<file path="src/rtl/barrier_pkg.sv">
// Shared types and helpers for the barrier actuator: state encoding,
// motor drive patterns and small state-classification functions.
package barrier_pkg;

  typedef enum logic [2:0] {
    IS_UP    = 3'd0,
    WARN     = 3'd1,
    LOWERING = 3'd2,
    IS_DOWN  = 3'd3,
    RAISING  = 3'd4,
    FAULT    = 3'd5
  } state_t;

  // Motor drive patterns, packed as {motor_up, motor_down}.
  // No pattern ever sets both bits.
  localparam logic [1:0] MOTOR_OFF  = 2'b00;
  localparam logic [1:0] MOTOR_UP   = 2'b10;
  localparam logic [1:0] MOTOR_DOWN = 2'b01;

  // States in which the warning lamp follows the flasher phase.
  function automatic logic is_flashing(input state_t s);
    return (s == WARN) || (s == LOWERING) || (s == IS_DOWN) || (s == RAISING);
  endfunction

  // FAULT and every unused code behave as the latched fault state.
  function automatic logic is_fault(input state_t s);
    return !((s == IS_UP) || (s == WARN) || (s == LOWERING) ||
             (s == IS_DOWN) || (s == RAISING));
  endfunction

  // Motor drive for a given state; only the two motion states drive.
  function automatic logic [1:0] motor_for(input state_t s);
    logic [1:0] m;
    m = MOTOR_OFF;
    if (s == RAISING)  m = MOTOR_UP;
    if (s == LOWERING) m = MOTOR_DOWN;
    return m;
  endfunction

endpackage

</file>
<file path="src/rtl/barrier_flasher.sv">
// Warning-lamp phase generator. The phase toggles every FLASH_HALF enabled
// cycles; restart forces the phase high with a fresh half-period. The port
// presents the phase value that will be held after the coming edge, so the
// parent can register its lamp output on that same edge.
module barrier_flasher
  import barrier_pkg::*;
#(
  parameter int FLASH_HALF = 2
) (
  input  logic clk,
  input  logic rst,
  input  logic enable,
  input  logic restart,
  output logic phase_next
);

  localparam int CW = $clog2(FLASH_HALF) + 1;
  localparam logic [CW-1:0] LAST = CW'(FLASH_HALF - 1);

  logic [CW-1:0] count;
  logic [CW-1:0] count_next;
  logic          phase;

  // Work out the half-period count and phase that follow this cycle.
  always_comb begin
    count_next = count;
    phase_next = phase;
    if (restart) begin
      count_next = '0;
      phase_next = 1'b1;
    end else if (enable) begin
      if (count == LAST) begin
        count_next = '0;
        phase_next = ~phase;
      end else begin
        count_next = count + CW'(1);
      end
    end
  end

  // Hold the half-period count and current phase.
  always_ff @(posedge clk or negedge rst) begin
    if (!rst) begin
      count <= '0;
      phase <= 1'b0;
    end else begin
      count <= count_next;
      phase <= phase_next;
    end
  end

endmodule

</file>
<file path="src/rtl/barrier_actuator.sv">
// Barrier actuator: turns the crossing controller's up/down command into
// motor drive with a flashing pre-lowering warning, supervises motion with
// the limit switches and a timeout, and latches a fault until the operator
// clears it. Outputs are registered from the next state so they change on
// the same edge as the state itself.
module barrier_actuator
  import barrier_pkg::*;
#(
  parameter int WARN_CYCLES  = 8,
  parameter int MOVE_TIMEOUT = 16,
  parameter int FLASH_HALF   = 2
) (
  input  logic       clk,
  input  logic       rst,
  input  logic       barrier_ctrl,
  input  logic       lim_up,
  input  logic       lim_down,
  input  logic       fault_clr,
  output logic       motor_up,
  output logic       motor_down,
  output logic       lamp,
  output logic       fault,
  output logic [2:0] state_o
);

  localparam int WW = $clog2(WARN_CYCLES) + 1;
  localparam int TW = $clog2(MOVE_TIMEOUT) + 1;
  localparam logic [WW-1:0] WARN_LOAD = WW'(WARN_CYCLES - 1);
  localparam logic [TW-1:0] TMO_LOAD  = TW'(MOVE_TIMEOUT - 1);

  state_t        state;
  state_t        state_next;
  logic [WW-1:0] warn_cnt;
  logic [WW-1:0] warn_next;
  logic [TW-1:0] tmo_cnt;
  logic [TW-1:0] tmo_next;
  logic [1:0]    motor_next;
  logic          flash_en;
  logic          flash_restart;
  logic          phase_next;

  // Decide the next state and counter values; both limits at once always
  // wins, then within a state a limit beats a command and a command beats
  // the timeout.
  always_comb begin
    state_next = state;
    warn_next  = warn_cnt;
    tmo_next   = tmo_cnt;
    if (lim_up && lim_down) begin
      state_next = FAULT;
    end else begin
      case (state)
        IS_UP: begin
          if (!barrier_ctrl) begin
            state_next = WARN;
            warn_next  = WARN_LOAD;
          end
        end
        WARN: begin
          if (barrier_ctrl) begin
            state_next = IS_UP;
          end else if (warn_cnt == '0) begin
            state_next = LOWERING;
            tmo_next   = TMO_LOAD;
          end else begin
            warn_next = warn_cnt - WW'(1);
          end
        end
        LOWERING: begin
          if (lim_down) begin
            state_next = IS_DOWN;
          end else if (barrier_ctrl) begin
            state_next = RAISING;
            tmo_next   = TMO_LOAD;
          end else if (tmo_cnt == '0) begin
            state_next = FAULT;
          end else begin
            tmo_next = tmo_cnt - TW'(1);
          end
        end
        IS_DOWN: begin
          if (barrier_ctrl) begin
            state_next = RAISING;
            tmo_next   = TMO_LOAD;
          end else if (!lim_down) begin
            state_next = LOWERING;
            tmo_next   = TMO_LOAD;
          end
        end
        RAISING: begin
          if (lim_up) begin
            state_next = IS_UP;
          end else if (!barrier_ctrl) begin
            state_next = LOWERING;
            tmo_next   = TMO_LOAD;
          end else if (tmo_cnt == '0) begin
            state_next = FAULT;
          end else begin
            tmo_next = tmo_cnt - TW'(1);
          end
        end
        default: begin
          if (fault_clr) begin
            state_next = barrier_ctrl ? RAISING : LOWERING;
            tmo_next   = TMO_LOAD;
          end
        end
      endcase
    end
  end

  assign motor_next    = motor_for(state_next);
  assign flash_en      = is_flashing(state);
  assign flash_restart = (state == IS_UP) && (state_next == WARN);
  assign state_o       = state;

  barrier_flasher #(
    .FLASH_HALF (FLASH_HALF)
  ) u_flasher (
    .clk        (clk),
    .rst        (rst),
    .enable     (flash_en),
    .restart    (flash_restart),
    .phase_next (phase_next)
  );

  // Register state, counters and the outputs decoded from the next state.
  always_ff @(posedge clk or negedge rst) begin
    if (!rst) begin
      state      <= IS_UP;
      warn_cnt   <= '0;
      tmo_cnt    <= '0;
      motor_up   <= 1'b0;
      motor_down <= 1'b0;
      lamp       <= 1'b0;
      fault      <= 1'b0;
    end else begin
      state      <= state_next;
      warn_cnt   <= warn_next;
      tmo_cnt    <= tmo_next;
      motor_up   <= motor_next[1];
      motor_down <= motor_next[0];
      lamp       <= is_flashing(state_next) ? phase_next : is_fault(state_next);
      fault      <= is_fault(state_next);
    end
  end

endmodule

</file>
<file path="config.mk">
export PLATFORM = sky130hd
export DESIGN_NAME = barrier_actuator
export DESIGN_NICKNAME = d
export VERILOG_FILES = /design/src/rtl/barrier_pkg.sv /design/src/rtl/barrier_flasher.sv /design/src/rtl/barrier_actuator.sv
export SDC_FILE = /design/constraint.sdc
export NUM_CORES = 1
export LEC_CHECK = 0
export ABC_CLOCK_PERIOD_IN_PS = 5200
export CORE_AREA = 2 2 50 52
export CTS_CLUSTER_DIAMETER = 30
export DETAILED_ROUTE_END_ITERATION = 12
export DIE_AREA = 0 0 52 54
export GPL_TIMING_DRIVEN = 0
export PLACE_DENSITY_LB_ADDON = 0.05
export SLEW_MARGIN = 20
export SYNTH_ARGS = -nofsm -noshare
export SYNTH_HDL_FRONTEND = slang
export SYNTH_SLANG_ARGS = --single-unit
</file>
<file path="constraint.sdc">
create_clock -name clk -period 5.2 [get_ports clk]
set_input_delay 1.56 -clock clk [delete_from_list [all_inputs] [get_ports clk]]
set_output_delay 1.56 -clock clk [all_outputs]
set_load 0.005 [all_outputs]
</file>
# Word-level counts from Yosys, hierarchy flattened
# Cells that the tools add are included.
# op_classes
eq_ne	16
n_shift	0
n_mul	0
bitwise	3
n_lt_le_gt_ge	0
div	0
n_addsub	3
n_mux	38
reduce_logical	22
# op_table
op	count
$mux 5	10
$mux 3	13
$pmux 5 s5	1
$pmux 3 s5	1
$eq 3x2->1 const B	4
$mux 4	3
$ne 2x2->1 const B	6
$logic_or 1x1->1	10
$mux 2	5
$pmux 4 s2	1
$reduce_and 8->1	1
$eq 3x1->1 const B	2
$eq 3x3->1 const B	2
$logic_not 3->1	2
$logic_not 5->1	1
$reduce_and 5->1	1
$reduce_bool 5->1	1
$sub 5x1->5 const B	1
$logic_not 4->1	1
$mux 1	4
$reduce_bool 2->1	2
$sub 4x1->4 const B	1
$ne 3x3->1 const B	1
$not 1->1	3
4 further kinds	5
# word_totals
reg_bits	19
wordCells	91
memories	0
latchBits	0
ram_bits	0
romBits	0
in_bits	6

# Longest topological paths before layout
# logic_depth
word_depth	13
ltp_mapped	10
ltp_nobuf	9

# By module
# A second synthesis with hierarchy kept.
# unflattened
hier_cells	129
hier_area_um2	1229.9
# modules_own_cells
mod	seq_area_each_um2	area_per_inst_um2	cells_per_inst	instances
barrier_actuator	400.4	1103.6	118	1
barrier_flasher	75.1	126.4	11	1

# Worst setup path after synthesis
# OpenSTA, ideal clock, no wires.
# synth_path
path_type	input -> register
startpoint	in barrier_ctrl
endpoint	reg tmo_cnt[0]
setup_ns	0.125
t_arrival_ns	3.021
required_ns	5.075
path_stages	5
path_slack_ns	2.055
path_cell_list	buf_4 > or3b_2 > a21o_1 > or3b_1 > mux2_2
# synth_between
elab_chain_cells	3
elab_cells_between_ends	9
classes_between	eq/ne (2); mux (6); reduce/logical (1)
# synth_lines
element	line_no	rtl
start, declared	barrier_actuator.sv:15	input logic barrier_ctrl,
$mux 5 (on tied branches)	barrier_actuator.sv:93, barrier_actuator.sv:72	
$mux 5 (on tied branches)	barrier_actuator.sv:91, barrier_actuator.sv:70	
$pmux 5 s5	barrier_actuator.sv:52	case (state)
end signal, assigned	barrier_actuator.sv:140	tmo_cnt <= tmo_next;
end, declared	barrier_actuator.sv:35	logic [TW-1:0] tmo_cnt;
# Parallel ways exist; a longest one is shown, timed or not. The select of a mux whose other input is x is not followed.
# A chain may end at the register's enable or synchronous reset.

# Worst setup path in the final report
# layout_path
startpoint	in lim_down
endpoint	reg u_flasher.count[0]
# layout_between
elab_chain_cells	7
elab_cells_between_ends	10
classes_between	eq/ne (1); mux (6); reduce/logical (3)
# layout_lines
element	line_no	rtl
start, declared	barrier_actuator.sv:17	input logic lim_down,
$mux 3	barrier_actuator.sv:85	end else if (!lim_down) begin
$mux 3	barrier_actuator.sv:82	if (barrier_ctrl) begin
$pmux 3 s5	barrier_actuator.sv:52	
$mux 3 (*)	barrier_actuator.sv:49	if (lim_up && lim_down) begin
$eq 3x1->1 (*)	barrier_actuator.sv:114	assign flash_restart = (state == IS_UP) && (state_next == WARN);
$logic_and 1x1->1 (*)	barrier_actuator.sv:114	
$mux 2 / $reduce_bool 2->1 (equally long branches)	n/a	
end signal, assigned	barrier_flasher.sv:47	count <= count_next;
end, declared	barrier_flasher.sv:20	logic [CW-1:0] count;
# Every way passes the cells marked *; elsewhere a longest branch is shown, timed or not.

==> results.md <==
* Crit share post-route at 60.6%
* YS warnings at 0
* Worst ir drop on vdd at 0.333 mV
* Post-synth EDFFs at 0
* Top Ports at 13
* DR iter-0 viols at 24
* I/O Buffers at 10
* Setup Skew at 0.0128 ns
* Max-slew headroom at 41.9%
* Yosys reg bits at 19
* Max-cap viol count at 0
* GP Congestion at 0.853
* Global route overflow at 0
* Sequential share of power at 32.9%
* Power Density at 473 nW/µm²
* Kind of critical path: in -> reg
* Largest cells by area after synthesis: dfrtp_1, clkbuf_8, a21oi_1, ha_1, inv_1
* Worst setup EP type: flop
* Diodes inserted at 0
* Leading area contributor after synthesis: dfrtp_1
* Clock Sinks at 19
* Post-CTS Setup Inserts at 0
* Routed vias/inst at 5.91
* Switching Share at 40.8%
* Int Pwr at 415 µW
* Synth Instances at 132
* Worst setup margin at 2.05 ns
* Fillers at 196
* Clk_lat worst skew at 0.30 ns
* Psw at 287 µW
* Critical Path Slowest Stage Cell: a2111oi_1
* Synth top area share at 36.1%
* Clk pwr share at 10.9%
* Worst path max stage delay at 0.82 ns
* Asr flop ratio synth at 100%
* Total GRT Usage at 21.8%
* P&R area growth vs syn at 12.6%
* DRC at 0
* Slew Limit Fails at 0
* Die Y at 54 µm
* Vias at 1041
* Die ar. at 2810 µm²
* Antenna Nets Post-Route at 0
* Max Freq at 317 MHz
* Cts bufs inserted at 3
* Chip Width at 52 µm
* Longest Clk Path Bufs at 2
* Vias in the first global route at 989
* Combinational Power Share at 56.2%
* TNS Setup at 0 ns
* H-tree depth at 1
* Worst Path Required at 5.40 ns
* Slew @ Worst Pin at 0.868 ns
* Final number of setup-violating endpoints at 0
* Syn avg cell area at 9.98 µm²
* Core ar. at 2320 µm²
* Worst hold path type: reg -> reg
* DR WL/cell at 15.2 µm
* First-pass GRT wire length at 4490 µm
* Hpwl dp at 1890 µm
* Setup repair after global routing missed its margin: false
* Nets at 156
* Outcome: finished clean
* CTS tree: done
* Post-cts resize count at 0
* Post-DP Area at 1460 µm²
* DRT Pass-1 Iters at 4
* Seq/Total Area, Yosys at 36.1%
* CTS Hold Bufs at 0
* Initial core utilization at 56.8%
* Synth Flop Type: dfrtp_1
* FP Rows at 18
* Leak at 0.000648 µW
* Largest net degree at the start of global routing at 20
* Worst Path Max Fanout at 7
* Setup WS pre-CTS at 1.53 ns
* Crit path arrival time at 3.35 ns
* Tmin final at 3.15 ns
* Design Area, Final at 1480 µm²
* Worst-path clk slew at 0.12 ns
* Netlist Area Pre-Place at 1320 µm²
* Worst path cell trace: clkdlybuf4s50_1 > a2111oi_1 > a21oi_1 > mux2_2
* Startpoint Class: primary input
* Initial antenna violation count at 0
* Clk Tree Root Cell: clkbuf_4
* Yosys cell types at 50
* Post-Route WL at 2670 µm
* Net Count, Synth at 141
* Final hold vios at 0
* Share of cells above drive strength 1 at 19.2%
[critical path, delay by kind of cell]
kind	cells	cell delay, ns
AO/OA/AOI/OAI	2	0.98
buffers and inverters	1	0.53
multiplexers	1	0.29
[cell type report]
class | count | area, µm² | share of cell area [%]
timing repair buffer | 10 | 100 | 6.75
inverter | 11 | 41.3 | 2.78
clock inverter | 1 | 5.00 | 0.337
clock buffer | 3 | 22.5 | 1.52
tap | 30 | 37.5 | 2.53
sequential | 19 | 475 | 32.0
multi-input combinational | 94 | 691 | 46.5
buffer | 8 | 111 | 7.50
[power by group through the flow]
stage	clock [µW]	sequential, µW	combinational, µW
after floorplan	0	228	287
final	76.5	231	395
after global routing	83.0	237	440
after detailed placement	0	234	393
after CTS	79.8	231	396
after global placement	0	232	386
[per-layer routing]
layer / global-route usage [%] / wire (µm) / part of all wire, %
met1: 30.4 / 1300 / 49
met5: 0 / 0 / 0
met2: 33.8 / 1230 / 46
met3: 3.61 / 125 / 4.7
met4: 8.33 / 12 / 0.45
[through the flow]
stage,utilization [%],std cells,hold WS [ns],power [µW]
floorplan,-,132,0.447,515
global placement,62.7,172,0.464,617
detailed placement,62.7,172,0.482,627
CTS,63.9,176,0.502,707
global route,64.0,176,0.519,760
finish,64.0,176,0.507,702
[path summary, 6_finish.rpt]
kind | start | endpoint | slack (ns) | cells past startpoint
min reg2reg | tmo_cnt[4]$_DFFE_PN0P_ | tmo_cnt[4]$_DFFE_PN0P_ | 0.51 | 1
max | lim_down | u_flasher.count[0]$_DFFE_PN0P_ | 2.05 | 4
max in group asynchronous | rst | tmo_cnt[4]$_DFFE_PN0P_ | 2.92 | 1
min in group asynchronous | rst | warn_cnt[1]$_DFFE_PN0P_ | 1.74 | 1
min | tmo_cnt[4]$_DFFE_PN0P_ | tmo_cnt[4]$_DFFE_PN0P_ | 0.51 | 1
max reg2reg | tmo_cnt[0]$_DFFE_PN0P_ | warn_cnt[0]$_DFFE_PN0P_ | 2.84 | 9
[layout by cell type, fill, tap and decap left out, types with 2 or more instances in the layout]
| cell type | instances |
|---|---|
| dfrtp_1 | 19 |
| inv_1 | 10 |
| nand2_1 | 10 |
| nor2_1 | 10 |
| clkdlybuf4s50_1 | 10 |
| a21oi_1 | 8 |
| o21ai_0 | 6 |
| nand3_1 | 5 |
| nor2b_1 | 4 |
| nor3_1 | 4 |
| clkbuf_8 | 3 |
| ha_1 | 3 |
| clkbuf_4 | 3 |
| buf_4 | 2 |
| a21o_1 | 2 |
| nand4bb_1 | 2 |
| buf_6 | 2 |
| a211oi_2 | 2 |
| nand3b_1 | 2 |
| mux2_4 | 2 |
| mux2_2 | 2 |
| nand4_1 | 2 |
| o22ai_1 | 2 |
| and3_1 | 2 |
[registers in the layout, indices dropped and copies added, names as in the netlist]
| signal | count |
|---|---|
| tmo_cnt | 5 |
| lamp | 1 |
| warn_cnt | 4 |
| fault | 1 |
| u_flasher.count | 2 |
| u_flasher.phase | 1 |
| state_o | 3 |
| motor_up | 1 |
| motor_down | 1 |
[cells by family after synthesis]
kind of cell | after synthesis | share of synthesized area [%]
flip-flops | 19 | 36.1
multiplexers | 4 | 3.99
buffers and inverters | 19 | 11.6
AO/OA/AOI/OAI | 36 | 21.7
adder cells (fa/ha/maj) | 4 | 3.70
XOR/XNOR | 2 | 1.33
AND/OR/NAND/NOR | 48 | 21.6
[synthesized netlist by cell type (all sizes together), types with 3 or more instances]
cell type  number
dfrtp          19
inv            11
nand2          10
nor2           10
a21oi           9
nand3           6
o21ai           6
buf             4
mux2            4
nor2b           4
nor3            4
clkbuf          3
ha              3
Note: power is estimated with default switching activity, not from simulation.
